<file path="src/rtl/uart_rx_pkg.sv">
// ---------------------------------------------------------------------------
// uart_rx_pkg
// Types and constants shared by the UART receiver and its FIFO. The default
// bit period is also meant for the UART transmitter, so that both ends of
// the link run at the same baud rate.
//   uart_rx_state_t   : receiver FSM states
//   UART_DATA_BITS    : payload bits per 8N1 frame
//   UART_CLKS_PER_BIT : default bit period (100 MHz / 115200)
// ---------------------------------------------------------------------------
package uart_rx_pkg;

    localparam int UART_DATA_BITS    = 8;
    localparam int UART_CLKS_PER_BIT = 868;

    typedef enum logic [2:0] {
        IDLE,
        START,
        DATA,
        STOP,
        BREAK
    } uart_rx_state_t;

endpackage : uart_rx_pkg

</file>
<file path="src/rtl/uart_rx_sync_fifo.sv">
// ---------------------------------------------------------------------------
// sync_fifo
// Single-clock first-word-fall-through FIFO. data_out always shows the head
// entry (zero while empty). Pointers are one bit wider than the index so
// that full and empty can be told apart from their difference alone.
//   clk, rst : clock, synchronous active-high reset
//   push     : write data_in (taken when not full, or when full and popping)
//   pop      : remove the head entry (ignored while empty)
//   data_out : head entry
//   empty    : no entries
//   full     : DEPTH entries
//   count    : current occupancy
// ---------------------------------------------------------------------------
module sync_fifo #(
    parameter int WIDTH = 8,
    parameter int DEPTH = 4
) (
    input  logic                       clk,
    input  logic                       rst,
    input  logic                       push,
    input  logic [WIDTH-1:0]           data_in,
    input  logic                       pop,
    output logic [WIDTH-1:0]           data_out,
    output logic                       empty,
    output logic                       full,
    output logic [$clog2(DEPTH):0]     count
);

    localparam int AW = $clog2(DEPTH);

    logic [AW:0]      wptr_q, wptr_d;
    logic [AW:0]      rptr_q, rptr_d;
    logic [WIDTH-1:0] mem_q [DEPTH];
    logic             wr_en;
    logic             rd_en;

    assign count = wptr_q - rptr_q;
    assign empty = (count == '0);
    assign full  = (count == (AW+1)'(DEPTH));

    // A full FIFO still accepts a write when the head leaves in the same cycle.
    assign rd_en = pop && !empty;
    assign wr_en = push && (!full || rd_en);

    // NOTE: every signal written in always_comb gets a default first, so no
    // path leaves it unassigned and no latch is inferred.
    always_comb begin
        wptr_d = wptr_q;
        rptr_d = rptr_q;
        if (wr_en) wptr_d = wptr_q + 1'b1;
        if (rd_en) rptr_d = rptr_q + 1'b1;
    end

    // NOTE: sequential state uses non-blocking assignments so every register
    // samples its inputs as they were before the edge.
    always_ff @(posedge clk) begin
        if (rst) begin
            wptr_q <= '0;
            rptr_q <= '0;
        end else begin
            wptr_q <= wptr_d;
            rptr_q <= rptr_d;
        end
    end

    // NOTE: the storage array is deliberately not reset; the pointers alone
    // define which entries are valid, and data_out is masked while empty.
    always_ff @(posedge clk) begin
        if (wr_en) mem_q[wptr_q[AW-1:0]] <= data_in;
    end

    assign data_out = empty ? '0 : mem_q[rptr_q[AW-1:0]];

endmodule : sync_fifo

</file>
<file path="src/rtl/uart_rx.sv">
// ---------------------------------------------------------------------------
// uart_rx
// 8N1 serial receiver with a programmable bit period. Bytes are assembled
// LSB-first from mid-bit samples and queued in a small FIFO drained by a
// ready/valid consumer.
//   clk, rst   : clock, synchronous active-high reset
//   urx        : asynchronous serial input, idle high
//   rx_data    : byte at the FIFO head
//   rx_valid   : FIFO non-empty
//   rx_ready   : consumer pops the head when rx_valid && rx_ready
//   frame_err  : one-cycle pulse when a stop bit is sampled low
//   overrun    : one-cycle pulse when a good byte is dropped (FIFO full)
//   fifo_count : current FIFO occupancy
// ---------------------------------------------------------------------------
module uart_rx
    import uart_rx_pkg::*;
#(
    parameter int CLKS_PER_BIT = UART_CLKS_PER_BIT,
    parameter int FIFO_DEPTH   = 4
) (
    input  logic                          clk,
    input  logic                          rst,
    input  logic                          urx,
    output logic [UART_DATA_BITS-1:0]     rx_data,
    output logic                          rx_valid,
    input  logic                          rx_ready,
    output logic                          frame_err,
    output logic                          overrun,
    output logic [$clog2(FIFO_DEPTH):0]   fifo_count
);

    localparam int CNT_W = $clog2(CLKS_PER_BIT);
    localparam int IDX_W = $clog2(UART_DATA_BITS);

    localparam logic [CNT_W-1:0] CNT_FULL = CNT_W'(CLKS_PER_BIT - 1);
    localparam logic [CNT_W-1:0] CNT_HALF = CNT_W'(CLKS_PER_BIT / 2 - 1);
    localparam logic [IDX_W-1:0] IDX_LAST = IDX_W'(UART_DATA_BITS - 1);

    uart_rx_state_t            state_q;
    logic                      sync1_q;
    logic                      rxs_q;
    logic [1:0]                sync_vld_q;
    logic                      armed_q;
    logic [CNT_W-1:0]          cnt_q;
    logic [IDX_W-1:0]          bit_idx_q;
    logic [UART_DATA_BITS-1:0] shift_q, shift_d;
    logic                      frame_err_q;
    logic                      overrun_q;

    logic                      push_byte;
    logic                      fifo_empty;
    logic                      fifo_full;

    // LSB arrives first: shift right with the new bit entering at the MSB.
    assign shift_d = {rxs_q, shift_q[UART_DATA_BITS-1:1]};

    // Good stop bit: the byte is written into the FIFO on this very cycle.
    assign push_byte = (state_q == STOP) && (cnt_q == CNT_FULL) && rxs_q;

    always_ff @(posedge clk) begin
        if (rst) begin
            sync1_q     <= 1'b1;
            rxs_q       <= 1'b1;
            sync_vld_q  <= '0;
            armed_q     <= 1'b0;
            state_q     <= IDLE;
            cnt_q       <= '0;
            bit_idx_q   <= '0;
            shift_q     <= '0;
            frame_err_q <= 1'b0;
            overrun_q   <= 1'b0;
        end else begin
            sync1_q    <= urx;
            rxs_q      <= sync1_q;
            sync_vld_q <= {sync_vld_q[0], 1'b1};
            // A start bit is a falling edge after reset: the line must first be
            // seen high once the synchronizer holds real line samples, so a
            // reset in the middle of a frame cannot start on its remaining bits.
            if (sync_vld_q[1] && rxs_q) armed_q <= 1'b1;

            frame_err_q <= 1'b0;
            overrun_q   <= push_byte && fifo_full && !rx_ready;

            case (state_q)
                IDLE: begin
                    if (armed_q && !rxs_q) begin
                        cnt_q   <= '0;
                        state_q <= START;
                    end
                end
                START: begin
                    if (cnt_q == CNT_HALF) begin
                        if (rxs_q) begin
                            state_q <= IDLE;        // glitch, not a start bit
                        end else begin
                            cnt_q     <= '0;
                            bit_idx_q <= '0;
                            state_q   <= DATA;
                        end
                    end else begin
                        cnt_q <= cnt_q + 1'b1;
                    end
                end
                DATA: begin
                    if (cnt_q == CNT_FULL) begin
                        shift_q   <= shift_d;
                        bit_idx_q <= bit_idx_q + 1'b1;
                        cnt_q     <= '0;
                        if (bit_idx_q == IDX_LAST) state_q <= STOP;
                    end else begin
                        cnt_q <= cnt_q + 1'b1;
                    end
                end
                STOP: begin
                    if (cnt_q == CNT_FULL) begin
                        cnt_q <= '0;
                        if (rxs_q) begin
                            state_q <= IDLE;
                        end else begin
                            frame_err_q <= 1'b1;
                            state_q     <= BREAK;
                        end
                    end else begin
                        cnt_q <= cnt_q + 1'b1;
                    end
                end
                BREAK: begin
                    // Hold here while the line stays low so a break reports once.
                    if (rxs_q) state_q <= IDLE;
                end
                default: state_q <= IDLE;
            endcase
        end
    end

    sync_fifo #(
        .WIDTH (UART_DATA_BITS),
        .DEPTH (FIFO_DEPTH)
    ) u_fifo (
        .clk      (clk),
        .rst      (rst),
        .push     (push_byte),
        .data_in  (shift_q),
        .pop      (rx_ready),
        .data_out (rx_data),
        .empty    (fifo_empty),
        .full     (fifo_full),
        .count    (fifo_count)
    );

    assign rx_valid  = !fifo_empty;
    assign frame_err = frame_err_q;
    assign overrun   = overrun_q;

endmodule : uart_rx

</file>
<file path="config.mk">
export PLATFORM = sky130hd
export DESIGN_NAME = uart_rx
export DESIGN_NICKNAME = d
export VERILOG_FILES = /design/src/rtl/uart_rx_pkg.sv /design/src/rtl/uart_rx_sync_fifo.sv /design/src/rtl/uart_rx.sv
export SDC_FILE = /design/constraint.sdc
export NUM_CORES = 1
export LEC_CHECK = 0
export CAP_MARGIN = 20
export CORE_MARGIN = 2
export CORE_UTILIZATION = 35
export DETAILED_ROUTE_END_ITERATION = 8
export DONT_BUFFER_PORTS = 1
export HOLD_SLACK_MARGIN = 0.12
export PLACE_DENSITY_LB_ADDON = 0.08
export SYNTH_ARGS = -nofsm -noshare
export SYNTH_HDL_FRONTEND = slang
export SYNTH_HIERARCHICAL = 1
export SYNTH_SLANG_ARGS = --single-unit
</file>
<file path="constraint.sdc">
create_clock -name clk -period 6 [get_ports clk]
set_input_delay 0.6 -clock clk [delete_from_list [all_inputs] [get_ports clk]]
set_output_delay 0.6 -clock clk [all_outputs]
set_load 0.03 [all_outputs]
</file>
* Word-level counts from Yosys, hierarchy flattened
Memories as Yosys holds them, arrays and structs flattened. A register that Yosys moved wholly into a read port is not among the register bits. Cells that the tools add are included.
Operators by class: add/sub/neg operators 5, reductions and logical operators 23, bitwise operators 2, mux-type cells 25, equal/unequal tests 16
Operators by type and width (number):
- $mux W10 | 4
- $mux W3 | 10
- $pmux W10 S3 | 1
- $pmux W3 S5 | 1
- $ne A2 B2 Y1 const B | 6
- $add A10 B1 Y10 const B | 1
- $eq A10 B10 Y1 const B | 1
- $eq A10 B9 Y1 const B | 1
- $add A3 B1 Y3 const B | 3
- $eq A3 B3 Y1 const B | 3
- $logic_and A1 B1 Y1 | 8
- $mux W8 | 1
- $eq A3 B2 Y1 const B | 2
- $logic_not A3 Y1 | 2
- $mux W2 | 3
- $pmux W3 S2 | 1
- $reduce_and A6 Y1 | 1
- $logic_not A1 Y1 | 4
- $mux W1 | 4
- $reduce_and A4 Y1 | 1
- $eq A3 B1 Y1 const B | 1
- $ne A3 B3 Y1 const B | 1
- $reduce_and A3 Y1 | 1
- $reduce_bool A3 Y1 | 1
- 8 further kinds | 9
Word-level totals: output and inout port bits 14, bits in writable memories 32, memories kept 1, register bits after elaboration 37, bits of input ports 4
Memories:
- u_fifo.mem_q | depth 4, bits a word 8, rd ports 1, clocked after memory_dff 1, wr ports 1, RTL line uart_rx_sync_fifo.sv:33 | logic [WIDTH-1:0] mem_q [DEPTH];

* Depth between registers and ports, before layout
Gate-level depths: netlist of run 1.
depth after elaboration 8, depth in mapped cells 7, mapped depth without buffers 7

* Modules after synthesis
Netlist of run 1, hierarchy kept.
By module, submodules not included:
- sync_fifo | cells each 108, area an instance 1736.7 µm², times used 1, sequential area each 1121.1 µm²
- uart_rx | cells each 155, area an instance 1452.6 µm², times used 1, sequential area each 620.6 µm²

* Worst setup path before layout of run 1
No wires, ideal clock.
path type reg2out, start reg u_fifo.wptr_q[0], end out rx_data[0], path buffers 1, required time 5.400 ns, arrival time 2.257 ns, path slack 3.143 ns, stages on the path, launching flop included 8, path through dfxtp_1 -> inv_1 -> ha_1 -> fa_1 -> xnor3_1 -> and2_1 -> clkbuf_1 -> nor2b_1
On the way: cells in the longest elaborated chain, start to end 3
RTL lines:
- start, declared | RTL line uart_rx_sync_fifo.sv:31 | logic [AW:0] wptr_q, wptr_d;
- start signal, assigned | RTL line uart_rx_sync_fifo.sv:61 | wptr_q <= wptr_d;
- $sub A3 B3 Y3 | RTL line uart_rx_sync_fifo.sv:37 | assign count = wptr_q - rptr_q;
- $logic_not A3 Y1 | RTL line uart_rx_sync_fifo.sv:38 | assign empty = (count == '0);
- via fifo_empty | RTL line uart_rx.sv:51 | logic fifo_empty;
- $mux W8 | RTL line uart_rx_sync_fifo.sv:72 | assign data_out = empty ? '0 : mem_q[rptr_q[AW-1:0]];
- end, declared | RTL line uart_rx.sv:24 | output logic [UART_DATA_BITS-1:0] rx_data,
The timed path passes the listed nets, and every way through them passes these cells.

* Worst setup path in the final report of run 1
start reg u_fifo.wptr_q[0], end out rx_data[6]
The elaborated chain is that of the path after synthesis.

==> results.md, run 1 <==
* Status: complete, no violations
* Placer Congestion at 0.738
* Setup TNS at 0 ns
* Post-Syn Area at 0.00319 mm²
* Final period util at 0.555
* Crit-path max FO at 9
* Mapped Nets at 278
* Clk sinks at 71
* Cell leakage power at ~1.2 nW
* CTS tree: done
* Mean area per synthesized cell at approximately 12 µm²
* Yosys cell types at 49
* DIE HEIGHT at between 90 and 100 µm
* Vias in the first global route at 1900
* Area Overhead vs Synth at 8.43%
* Worst-path clk slew at 0.09 ns
* Largest net degree at the start of global routing at 36
* FILL cells at 855
* Final non-filler cell total at 378
* Pre-CTS WS at 2.99 ns
* Setup violations, final at 0
* Die area at 0.00989 mm²
* Drt pass-1 iters at 4
* Seq/Total Area, Yosys at 0.546
* Area leader, netlist: edfxtp_1
* Num CTS Buffers at 9
* First-pass GRT wire length at 9490 µm
* Root Buffer: clkbuf_8
* Share of the synthesized area in the top cell type at 0.301
* DR vias at 1899
* Initial antenna violation count at 0
* Max Clock Skew at 0.0116 ns
* Drt total wl at approximately 5600 µm
* Fraction of layout cells with a size suffix above 1 at 0.148
* Worst EP arrival at 2.73 ns
* Worst-Skew Late Latency at 0.35 ns
* VDD IR max at 0.127 mV
* Worst endpoint required time at 5.40 ns
* RSZ-0062 raised after global routing: no
* Slowest-stage cell, CP: nor2b_1
* CP max stage delay at 0.52 ns
* F_max at 0.300 GHz
* Core area at 0.00876 mm²
* Input/output buffers at 0
* Maximum clock path buffer count at 2
* Main area contributors after synthesis: edfxtp_1, dfxtp_1, mux4_2
* Hold Path Class: in -> reg
* Synth Register Bits at a little over 70
* Ant. Diodes at 0
* Post-synth EDFFs at 32
* Die width at 99.5 µm
* Final Core Density at 0.395
* Final hold viol count at 0
* Post-layout net count at 280
* Hold_buf cts at 0
* Max-slew violations at 0
* Vias per inst at 5.02
* H-tree levels at 3
* Critical path class: reg -> out
* WP buf/inv at 1
* Top FF cell, synth: dfxtp_1
* Overflow after GRT at 0
* Tot GR Track Use at 0.125
* Final Worst Setup Slack at around 2.7 ns
* Crit path cell chain: inv_1 -> ha_1 -> fa_1 -> xnor3_1 -> and2_1 -> nor2b_1
* Inst Count DP at around 360
* Post-DRT Antenna Nets at 0
* Post-Syn Instances at between 200 and 300
* Worst slew pin tran at 0.931 ns
* Pwr dens at roughly 330 mW/mm²
* Iter 0 DRT Violations at 42
* DRC at 0
* Fin Hold WS at around 0.31 ns
* Family with the most delay on the worst path: simple AND/OR/NAND/NOR gates
* Postcts setup bufs at 0
* Starting Density at 0.364
* Critical Path Start Type: register
* Site Rows at 34
* Tmin final at 3.33 ns
* DP Wirelength at 3770 µm
* Ys Warns at 6
* Async SR Flop Fraction at 0
* Post-cts sizing count at 0
* Maxcap violations at 0
* Ports at 18
* WL/cell at 14.9 µm
* CP endpoint kind: output port
* Slew headroom at 0.379
-- synth_stat cells, types with 6 or more instances --
cell,number
nand2_1,13
ha_1,10
nor2_1,31
mux2i_1,12
nor2b_1,13
dfxtp_1,39
mux4_2,8
edfxtp_1,32
a21oi_1,8
and2_1,6
inv_1,11
o21ai_0,8
-- path summary, 6_finish.rpt --
kind	start	to	slack (ns)	depth (start not counted)
max	u_fifo/wptr_q[0]	rx_data[6]	2.67	6
min	rst	u_fifo/wptr_q[2]	0.31	1
min reg2reg	sync1_q	rxs_q	0.42	1
max reg2reg	u_fifo/wptr_q[0]	u_fifo/mem_q[3][1]	3.13	6
-- cell usage in the layout (no fill, tap or decap), types with 2 or more instances in the layout --
cell type  instances
a2111oi_2          2
a21oi_1            8
a22oi_1            3
and2_1             6
and2b_1            2
and3_1             4
clkbuf_8           9
clkinv_4           2
dfxtp_1           39
edfxtp_1          32
ha_1              10
inv_1             11
inv_6              3
mux2_2             3
mux2i_1           12
mux4_2             8
nand2_1           13
nand2b_1           5
nand3_1            3
nand4_1            3
nor2_1            31
nor2b_1           13
nor3b_1            3
nor4_1             2
o21ai_0            8
o31ai_1            3
or2_2              2
or3_1              3
xnor2_1            3
xor2_1             4
-- registers in the layout (all words and copies together) (netlist names), named ones only --
signal and flops:
overrun 1, sync1_q 1, u_fifo/mem_q 32, armed_q 1
state_q 3, frame_err 1, cnt_q 10, shift_q 8
bit_idx_q 3, u_fifo/wptr_q 3, sync_vld_q 2, u_fifo/rptr_q 3
rxs_q 1
-- kinds of logic after synthesis --
kind of cell    share of synthesized area
compound gates                     0.0734
xor+xnor                           0.0263
simple gates                        0.170
flops                               0.546
mux                                 0.109
buf+inv                            0.0294
fa+ha+maj                          0.0455
-- per-stage QoR --
step	instance area, µm²	total power (W)
6_report	3460	0.00114
5_1_grt	3460	0.00120
4_1_cts	3460	0.00116
3_5_place_dp	3270	0.000796
3_3_place_gp	3270	0.000794
2_1_floorplan	3190	0.000765
-- power breakdown --
| part | internal, W | total, W | switching [W] |
|---|---|---|---|
| Sequential | 0.000512 | 0.000535 | 0.0000234 |
| Clock | 0.000159 | 0.000362 | 0.000203 |
| Combinational | 0.0000768 | 0.000243 | 0.000166 |
-- cell type report --
cell class,count,area (µm²),area share
flip-flops and latches,71,1740,0.504
multi-input cells,172,1350,0.391
well taps,108,135,0.0391
clock buffers,9,124,0.0358
clock inverters,7,62.6,0.0181
inverters,11,41.3,0.0119
-- routing by layer --
layer,GRT usage,up-vias,routed length [µm]
li1,-,947,-
met1,0.155,914,2700
met2,0.202,26,2640
met3,0.0309,12,179
met4,0.0674,0,126
met5,0,-,0
-- worst register-to-register path: stages, from the launching register on --
cell and delay, ns:
dfxtp_1 0.38, inv_1 0.11, ha_1 0.22, fa_1 0.42, xnor3_1 0.40, inv_1 0.20
a21oi_1 0.76
Power figures use the tool's default switching activity.
==> run 2, diff against run 1 <==
clock period = 3.05 ns   (was 6 ns; I/O delays follow)
==> results.md, run 2 (synthesized netlist as in run 1, its figures left out) <==
* Overflow after GRT at 0
* Die width at 99.5 µm
* Worst EP arrival at 2.53 ns
* Hold Path Class: in -> reg
* DP Wirelength at 3960 µm
* Vias per inst at 5.00
* Int Pwr at 0.00154 W
* RSZ-0062 raised after global routing: no
* Cell leakage power at roughly 1.3 nW
* Worst endpoint required time at 2.74 ns
* Tot GR Track Use at 0.132
* Sequential Power Share at 0.451
* Switching share of power at 0.340
* Clk sinks at 71
* Final period util at 0.929
* Critical Path Start Type: register
* Final hold viol count at 0
* Worst slew pin tran at a little over 0.9 ns
* Inst Count DP at 371
* Largest register FFs at 32
* Postcts setup bufs at 0
* Site Rows at 34
* Crit-path max FO at 9
* Drt pass-1 iters at 5
* Core area at about 0.009 mm²
* Final non-filler cell total at 389
* First-pass GRT wire length at 9980 µm
* DRC at 0
* Fraction of layout cells with a size suffix above 1 at 0.178
* Num CTS Buffers at 9
* Clock power share at 0.307
* DIE HEIGHT at 99.5 µm
* VDD IR max at 0.217 mV
* Post-DP Area at 0.00334 mm²
* CTS tree: done
* Vias in the first global route at 1938
* Status: complete, no violations
* Busiest grt layer: met2
* Commonest non-fill, non-tap cell in the layout: dfxtp_1
* Drt total wl at 5820 µm
* CP endpoint kind: output port
* Tmin final at ~2.8 ns
* Ant. Diodes at 0
* Setup violations, final at 0
* F_max at 0.353 GHz
* Starting Density at 0.364
* Final Worst Setup Slack at 0.216 ns
* Initial antenna violation count at 0
* FILL cells at 839
* Met1 usage in global routing at 0.173
* Worst-Skew Late Latency at 0.36 ns
* Placer Congestion at about 0.75
* Ports at 18
* Maximum clock path buffer count at 2
* Input/output buffers at 0
* Iter 0 DRT Violations at ~80
* Die area at 0.00989 mm²
* Slew headroom at 0.384
* GR met3 Demand/Resource at 0.0499
* WL/cell at between 10 and 15 µm
* Pwr dens at 658 mW/mm²
* H-tree levels at 3
* Largest net degree at the start of global routing at 25
* Area Overhead vs Synth at 11.2%
* Critical path class: reg -> out
* Global routing usage on met2 at 0.201
* Post-DRT Antenna Nets at 0
* Max Clock Skew at around 0.0096 ns
* Post-layout net count at 291
* Maxcap violations at 0
* Worst-path clk slew at 0.09 ns
* Pre-CTS WS at 0.464 ns
* Design Area, Final at around 0.0035 mm²
* Combinational group share of total power at 0.243
* Commonest non-fill, non-tap cells in the layout: dfxtp_1, edfxtp_1, nor2_1
* Setup TNS at 0 ns
* NetSw at 0.000793 W
* Root Buffer: clkbuf_8
* Max-slew violations at 0
* DR vias at 1946
## run 2: cell type report
cell class / instances / area (µm²) / area share
Sequential cell: 71 / 1740 / 0.491
Multi-Input combinational cell: 172 / 1360 / 0.382
Tap cell: 108 / 135 / 0.0381
Clock buffer: 9 / 124 / 0.0349
Timing Repair Buffer: 11 / 87.6 / 0.0247
Clock inverter: 7 / 62.6 / 0.0176
Inverter: 11 / 41.3 / 0.0116
## run 2: per-stage QoR
stage	hold WS [ns]	total power, W	util
6_report	0.149	0.00233	0.405
3_5_place_dp	0.381	0.00164	0.381
2_1_floorplan	0.389	0.00150	-
4_1_cts	0.129	0.00237	0.405
5_1_grt	0.138	0.00247	0.405
3_3_place_gp	0.377	0.00164	0.381
## run 2: critical path, stage by stage (launching register included)
cell	delay [ns]
dfxtp_1	0.38
inv_1	0.11
ha_1	0.22
fa_1	0.41
xnor3_1	0.43
and2_2	0.28
nor2b_1	0.15
buf_4	0.17
## run 2: layer usage
| layer | share of wire | up-vias |
|---|---|---|
| met1 | 0.48 | 943 |
| met4 | 0.012 | 0 |
| met3 | 0.043 | 7 |
| li1 | - | 966 |
| met5 | 0 | - |
| met2 | 0.47 | 30 |
## run 2: what timing repair did
| action | in CTS | in global routing |
|---|---|---|
| hold endpoints to repair | 23 | 0 |
| endpoints found under the setup margin | 0 | 8 |
| hold buffers | 2 | 0 |
| resized for setup | 0 | 1 |
## run 2: worst paths after layout
check | startpoint | end | slack, ns | depth (start not counted)
max | u_fifo/wptr_q[0] | rx_data[6] | 0.22 | 7
min | rst | u_fifo/rptr_q[1] | 0.15 | 2
max reg2reg | u_fifo/wptr_q[0] | u_fifo/mem_q[0][3] | 0.48 | 6
min reg2reg | sync1_q | rxs_q | 0.42 | 1
## run 2: power groups by stage
stage	sequential, W	combinational [W]	clock [W]
global placement	0.00108	0.000566	0
detailed placement	0.00108	0.000566	0
floorplan	0.00104	0.000464	0
CTS	0.00106	0.000573	0.000745
global route	0.00106	0.000617	0.000793
finish	0.00105	0.000567	0.000716
==> RTL change: new RTL, flow settings as in run 2 <==
Register the output `fifo_count`, with the module's reset; this adds one clock of latency there. The other outputs are not delayed to match.
--- a/src/rtl/uart_rx.sv
+++ b/src/rtl/uart_rx.sv
@@ -37,2 +37,4 @@
     localparam logic [IDX_W-1:0] IDX_LAST = IDX_W'(UART_DATA_BITS - 1);
+
+    logic [$clog2(FIFO_DEPTH):0] fifo_count_d;
 
@@ -147,3 +149,3 @@
         .full     (fifo_full),
-        .count    (fifo_count)
+        .count    (fifo_count_d)
     );
@@ -154,2 +156,10 @@
 
+    always_ff @(posedge clk) begin
+        if (rst) begin
+            fifo_count <= '0;
+        end else begin
+            fifo_count <= fifo_count_d;
+        end
+    end
+
 endmodule : uart_rx
Check against the original RTL: same outputs for any inputs over 10 cycles, from zero or initial values and one cycle with rst high; that may be too few to reach the edited logic, so the function may still have changed.
==> RTL change against run 2 <==
- first-iteration DRC count down 4.9%
- sequential power rose by 8%
- setup slack better by 0.019 ns
- count of clock-buffer cells in the layout stayed put
- global-route usage up 0.095 points
- routed wire length increased by 2.0%
- hold slack better by 0.0063 ns
- power rose by 5.7%
- cell count up 2.3%
- area after synthesis grew 3.1%
- sequential cell count up 3
- clock skew shrank 0.0028 ns
- cell area grew 3.2%
- largest power group unchanged
==> RTL change: results (changes against run 2) <==
Drt
  – DR iter-0 viols: 78 (was 82)
  – WL final: 5936 um (was 5819 um)
  – Met3 wire length: 150 um (was 252 um)
  – Pre-Repair DR Iteration Count: 4 (was 5)
  – Via-to-Cell Ratio: 4.997 (was 5.003)
  – Metal2 WL: 2816 um (was 2713 um)
  – Wirelength per Cell: 14.91 um (was 14.96 um)

Global routing
  – First-pass GRT wire length: 10260 um (was 9984 um)
  – GRT Total Usage: 0.1331 (was 0.1322)
  – GR Layer Usage met1: 0.1703 (was 0.1732)
  – Largest net degree at the start of global routing: 27 (was 25)
  – Met3 GRT Util: 0.02635 (was 0.04989)
  – Met2 Usage GRT: 0.2169 (was 0.2011)
  – Vias in the first global route: 1971 (was 1938)

Logic synthesis
  – Synth area leaders: edfxtp_1 29%, dfxtp_1 26%, mux4_2 5.5% (was edfxtp_1 30%, dfxtp_1 24%, mux4_2 5.6%)
  – Seq/Total Area, Yosys: 0.5482 (was 0.5461)
  – Netlist cell types: 56 (was 49)
  – Syn_nets: 286 (was 278)
  – Mean post-synth cell area: 12.13 um^2 (about the same)

Setup path
  – CP max stage cell: fa_1 (was xnor3_1)
  – Data arrival time of the critical path: 2.51 ns (was 2.53 ns)

Power and ir drop
  – Max VDD drop: 0.2335 mV (was 0.2172 mV)
  – Sw Share: 0.2987 (was 0.3396)

Placement
  – DP Cell Count: 380 (was 371)
  – DP Worst Slack: 0.4315 ns (was 0.4641 ns)
  – RD Place Congestion: 0.7542 (was 0.7525)

Clock tree
  – Worst-Skew Late Latency: 0.34 ns (was 0.36 ns)

Cells and area
  – Share of layout cells above drive strength 1: 0.1777 (was 0.1779)

Run status
  – Outcome: finished clean (unchanged)

STA
  – Slew margin rel.: 0.3167 (was 0.3840)
  – Fin Clk Skew: 0.006833 ns (was 0.009629 ns)
[RTL change: worst max-delay path, delay by kind of cell (launching register included)]
family	cells	cell delay, ns
adders and majority gates	2	0.64
DFF	1	0.38
buffers and inverters	2	0.28
and+or+nand+nor	2	0.48
xor gates and xnor gates	1	0.40
[RTL change: metrics by stage]
step / cell area, um^2 / utilization
6_report: 3661 / 0.3981
5_1_grt: 3661 / 0.3981
4_1_cts: 3661 / 0.3981
3_5_place_dp: 3416 / 0.3714
3_3_place_gp: 3416 / 0.3714
2_1_floorplan: 3287 / -
[RTL change: final timing paths]
path / end / slack (ns) / cells past startpoint
setup reg to reg: u_fifo/mem_q[2][6] / 0.49 / 6
hold / removal: u_fifo/wptr_q[1] / 0.16 / 2
setup / recovery: rx_data[6] / 0.23 / 7
hold reg to reg: rxs_q / 0.41 / 1
[RTL change: cell families after synthesis]
logic type | after synthesis | synth area share
multiplexers | 24 | 0.1062
flip-flops | 74 | 0.5482
adder cells (fa/ha/maj) | 11 | 0.04416
XOR/XNOR | 2 | 0.009517
AO/OA/AOI/OAI | 38 | 0.08337
buffers and inverters | 21 | 0.03616
AND/OR/NAND/NOR | 101 | 0.1724
[RTL change: cell type report]
cell class	instances	area, um^2
inverters	9	33.78
flip-flops and latches	74	1802
clock inverters	7	101.3
repair buffers	12	95.09
clock buffers	9	123.9
fillers	882	5535
multi-input cells	176	1366
well taps	111	138.9
[RTL change: repair_timing]
item | in CTS | in global routing
buffers inserted | 0 | 0
hold endpoints to repair | 26 | 0
setup endpoints to repair | 0 | 0
hold buffers | 2 | 0
[RTL change: power by group through the flow]
stage,logic (uW),registers [uW],clock network (uW)
finish,497,1130,845
global route,544,1130,916
CTS,505,1130,870
detailed placement,494,1150,0
global placement,497,1150,0
floorplan,401,1120,0
